==> src/rtl/if_id_stage.sv <==
// if_id_stage: IF/ID pipeline register with load-use hazard detection
// and a saturating stall-cycle counter.
module if_id_stage #(
    parameter int ADDR_W = 64,
    parameter int CNT_W  = 16
) (
    input  logic              clk,
    input  logic              reset,
    input  logic [ADDR_W-1:0] if_instr_addr,
    input  logic [31:0]       if_instr,
    input  logic              flush,
    input  logic              ex_mem_read,
    input  logic [4:0]        ex_rd,
    output logic [ADDR_W-1:0] id_instr_addr,
    output logic [31:0]       id_instr,
    output logic              id_valid,
    output logic              pc_stall,
    output logic              bubble,
    output logic [CNT_W-1:0]  stall_cnt
);
    logic [10:0] op;
    logic        is_r, use_rn, use_rt, match, hazard;

    always_comb begin
        op     = id_instr[31:21];
        is_r   = (op == 11'b10101011000) || (op == 11'b11101011000);
        use_rn = is_r || (id_instr[31:22] == 10'b1001000100)
              || (op == 11'b11111000010) || (op == 11'b11111000000);
        use_rt = (op == 11'b11111000000) || (id_instr[31:24] == 8'b10110100);
        match  = (use_rn && id_instr[9:5] == ex_rd)
              || (is_r && id_instr[20:16] == ex_rd)
              || (use_rt && id_instr[4:0] == ex_rd);
        // X31 reads as XZR, so a load targeting it never creates a dependency
        hazard   = id_valid && ex_mem_read && (ex_rd != 5'd31) && match;
        pc_stall = hazard && !flush;
        bubble   = hazard && !flush;
    end

    always_ff @(posedge clk or posedge reset) begin
        if (reset) begin
            id_instr_addr <= '0;
            id_instr      <= '0;
            id_valid      <= 1'b0;
            stall_cnt     <= '0;
        end else begin
            if (flush) begin
                id_instr_addr <= if_instr_addr;
                id_instr      <= '0;
                id_valid      <= 1'b0;
            end else if (!hazard) begin
                id_instr_addr <= if_instr_addr;
                id_instr      <= if_instr;
                id_valid      <= 1'b1;
            end
            if (pc_stall && stall_cnt != {CNT_W{1'b1}})
                stall_cnt <= stall_cnt + 1'b1;
        end
    end
endmodule
==> config.mk <==
export PLATFORM = sky130hd
export DESIGN_NAME = if_id_stage
export DESIGN_NICKNAME = d
export VERILOG_FILES = /design/src/rtl/if_id_stage.sv
export SDC_FILE = /design/constraint.sdc
export NUM_CORES = 1
export LEC_CHECK = 0
export CELL_PAD_IN_SITES_DETAIL_PLACEMENT = 0
export CELL_PAD_IN_SITES_GLOBAL_PLACEMENT = 2
export CORE_MARGIN = 2
export CORE_UTILIZATION = 39
export DETAILED_ROUTE_END_ITERATION = 8
export DONT_BUFFER_PORTS = 1
export GPL_TIMING_DRIVEN = 1
export PLACE_DENSITY = 0.77
export SYNTH_ARGS = -nofsm -noshare
export SYNTH_HDL_FRONTEND = slang
export SYNTH_SLANG_ARGS = --single-unit
==> constraint.sdc <==
create_clock -name clk -period 4.7 [get_ports clk]
set_clock_uncertainty 0.2 [all_clocks]
set_input_delay 0.705 -clock clk [delete_from_list [all_inputs] [get_ports clk]]
set_output_delay 0.705 -clock clk [all_outputs]
set_load 0.005 [all_outputs]
==> implementation parameters <==
Parameter                              Value

Status
  Run status    completed

Place
  Half-perimeter wire length after detailed placement    8.10 mm
  Placed standard-cell area    5240 sq um
  Number of buffer cells added on primary ports    0
  Worst slack after detailed placement    1.35 ns
  GPL Wtd Cong    0.759

GRT
  Maximum number of pins on one net before global-route repair    64
  Initial antenna violation count    0
  Number of global-route vias before repair    3,065
  Combined global-route utilization of all metal layers    16.3%
  Aggregate global routing overflow    0
  Global-route wire length before repair    17.7 mm

Timing
  Worst setup margin    1.62 ns
  Final TNS setup    0 ns
  Rel. slew slack    49.5%
  Final critical-path required period    about 3 ns
  Final clock period utilization by the worst path    between 60% and 70%
  Setup repair after global routing missed its margin    false
  Max Clock Freq    0.325 GHz
  Number of hold violations in the final report    0
  Final setup violation count    0
  Measured slew at the worst slew-check pin    0.758 ns
  Final number of max-transition violations    0

Clock tree
  TritonCTS clock tree    done
  Insertion delay of the later-clocked pin in the worst-skew pair    0.40 ns
  Sinks on the clock net    113
  Postcts setup bufs    0
  CTS hold repair buffers    0
  CTS max path bufs    2
  Master cell of the clock root buffer    sky130_fd_sc_hd__clkbuf_16
  Register clock-pin slew on the reported worst setup and hold paths    ~0.05 ns
  Number of H-tree levels    4
  Inserted Clock Buffers    17
  Number of gates resized after cts    0

Floorplan
  Overall die height    around 120 microns
  Total Die Area    between 10,000 and 15,000 sq um
  Initial Util    between 40% and 50%
  # rows    41
  Die extent in x    around 120 microns
  Core ar.    12,700 sq um
  Total I/O pin count    220

Detailed routing
  Met2 wirelength from detailed routing    5.51 mm
  WL per Instance    19.2 microns
  DR WL met3    around 1.1 mm
  Total wire length    11.3 mm
  Antenna-violating nets left    0
  Vias per inst    5.20
  Residual DRC count    0
  Iteration-0 DRC Markers    around 160
  Via count    just over 3,000
  Number of iterations in the first detailed-routing pass    4
  Length of routed wiring on met1    4.45 mm
  Highest routed metal layer    met4

Synth
  Most common flop cell mapped by yosys    sky130_fd_sc_hd__dfrtp_1
  Most instantiated cells after synthesis    113 x sky130_fd_sc_hd__dfrtp_1, 69 x sky130_fd_sc_hd__nand2_1, 64 x sky130_fd_sc_hd__mux2_4, 29 x sky130_fd_sc_hd__o21ai_1, 24 x sky130_fd_sc_hd__xnor2_1
  Synth Cell Area    5100 sq um
  Most used standard cell by instance count after synthesis    sky130_fd_sc_hd__dfrtp_1
  Syn nets    just over 500
  Syn Area/Cell    12.7 sq um
  Library cell with the largest summed area after synthesis    sky130_fd_sc_hd__dfrtp_1
  Most area-consuming cells after synthesis    sky130_fd_sc_hd__dfrtp_1 55%, sky130_fd_sc_hd__mux2_4 19%, sky130_fd_sc_hd__nand2_1 5.1%, sky130_fd_sc_hd__xnor2_1 4.1%, sky130_fd_sc_hd__o21ai_1 2.8%
  Number of instances in the synthesized netlist    401
  Number of synthesized flops with an enable pin    0
  Number of different library cells in the post-synthesis netlist    37
  Synth top area share    55.4%
  Flop and latch count out of synthesis    113
  Yosys Warn Count    0
  Share of async-settable or async-resettable flops after synthesis    100%
  Share of the yosys chip area belonging to registers    between 50% and 60%

Setup path
  Highest fanout seen on the critical path    5
  Type of destination of the critical path    primary output
  Crit start category    register
  Arrival time at the worst endpoint    2.17 ns
  WP data required    3.80 ns
  Crit Path Category    register to primary output

Power
  Largest voltage drop on the vdd net    211 uV
  Leakage component of the power    0.00248 uW
  Total power per unit cell area    404 nW/um^2

Layout
  Cell area after layout    5780 sq um
  Post-layout utilization of the core    between 40% and 50%
  Ratio of cells with drive above 1 in the final layout    24.3%
  Layout fillers    1,164
  Diode insertion count for antenna repair    0
  Layout area overhead    13.2%
  Number of nets in the finished design    511

Run
  # Max-Cap Violations    0

Hold path
  Tightest Hold Check Type    input port to asynchronous set/reset pin
==> power by group <==
part | switching (uW) | internal (uW) | total (uW)
logic | 46.8 | 57.4 | 104
clock network | 407 | 757 | 1160
registers | 45.4 | 1020 | 1060
total | 499 | 1830 | 2330
==> placed cells by master, fill, tap and decap left out, types with 2 or more instances in the layout <==
master                        n
sky130_fd_sc_hd__nand4b_1     2
sky130_fd_sc_hd__buf_12       2
sky130_fd_sc_hd__clkinv_2     4
sky130_fd_sc_hd__a32oi_1      2
sky130_fd_sc_hd__nand3_1     16
sky130_fd_sc_hd__nor4_1       3
sky130_fd_sc_hd__inv_1        3
sky130_fd_sc_hd__nand2b_1     4
sky130_fd_sc_hd__xnor2_1     24
sky130_fd_sc_hd__nor3b_1      2
sky130_fd_sc_hd__clkbuf_8     3
sky130_fd_sc_hd__nor2_1       6
sky130_fd_sc_hd__and3_1       4
sky130_fd_sc_hd__nor3_1       6
sky130_fd_sc_hd__nor4bb_1     2
sky130_fd_sc_hd__clkbuf_1     4
sky130_fd_sc_hd__o32ai_1      2
sky130_fd_sc_hd__dfrtp_1    113
sky130_fd_sc_hd__a31o_2       2
sky130_fd_sc_hd__mux2_1       3
sky130_fd_sc_hd__nand2_1     69
sky130_fd_sc_hd__mux2_4      64
sky130_fd_sc_hd__buf_4        3
sky130_fd_sc_hd__xor2_1       4
sky130_fd_sc_hd__nand3b_1     3
sky130_fd_sc_hd__o21ai_1     29
sky130_fd_sc_hd__clkbuf_16   17
sky130_fd_sc_hd__nand4_1      6
==> cell type report <==
cell class	count	area, sq um	area share [%]
clock inverter	6	57.6	0.997
sequential	113	2830	49.0
inverter	5	21.3	0.368
multi-input combinational	263	2110	36.5
timing repair buffer	5	62.6	1.08
tap	172	215	3.73
clock buffer	24	482	8.34
==> critical path, stage by stage, from the launching register on <==
cell and delay [ns]:
sky130_fd_sc_hd__dfrtp_1 0.44, sky130_fd_sc_hd__nor4b_1 0.49, sky130_fd_sc_hd__nand4_1 0.14, sky130_fd_sc_hd__nor4_1 0.27, sky130_fd_sc_hd__a211oi_1 0.11, sky130_fd_sc_hd__nand2b_1 0.20
sky130_fd_sc_hd__inv_1 0.11
==> path summary, 6_finish.rpt <==
check,from,to,slack [ns],cells after the start
max in group asynchronous,reset,id_instr_addr[15]$_DFFE_PP0P_,3.59,2
min,reset,id_instr_addr[25]$_DFFE_PP0P_,0.16,2
min reg2reg,id_instr[12]$_DFFE_PP0P_,id_instr[12]$_DFFE_PP0P_,0.33,2
min in group clk,if_instr[31],id_instr[31]$_DFFE_PP0P_,0.22,1
max,id_instr[23]$_DFFE_PP0P_,pc_stall,1.62,6
max reg2reg,id_instr[23]$_DFFE_PP0P_,stall_cnt[1]$_DFFE_PP0P_,1.80,7
==> cells by family after synthesis <==
group / count (synthesis) / synth area share, %
buf+inv: 25 / 3.21
fa+ha+maj: 1 / 0.245
flops: 113 / 55.4
simple gates: 127 / 11.9
xor+xnor: 28 / 4.81
compound gates: 40 / 4.91
mux: 67 / 19.5
==> state kept, by name, summed over array words and instances, names as in the netlist <==
name	cells
id_instr	32
stall_cnt	16
id_instr_addr	64
id_valid	1
==> metrics by stage <==
stage	hold WS [ns]	std cells	power, uW
floorplan	0.279	401	1150
global placement	0.309	558	1180
detailed placement	0.322	558	1190
CTS	0.179	588	2370
global route	0.204	588	2430
finish	0.159	588	2330
==> layer usage <==
layer | global-route usage [%] | vias to the layer above
met5 | 0 | -
met4 | 7.68 | 0
met3 | 7.63 | 18
met2 | 25.4 | 139
met1 | 18.9 | 1500
li1 | - | 1399
Note: power is estimated with default switching activity, not from simulation.
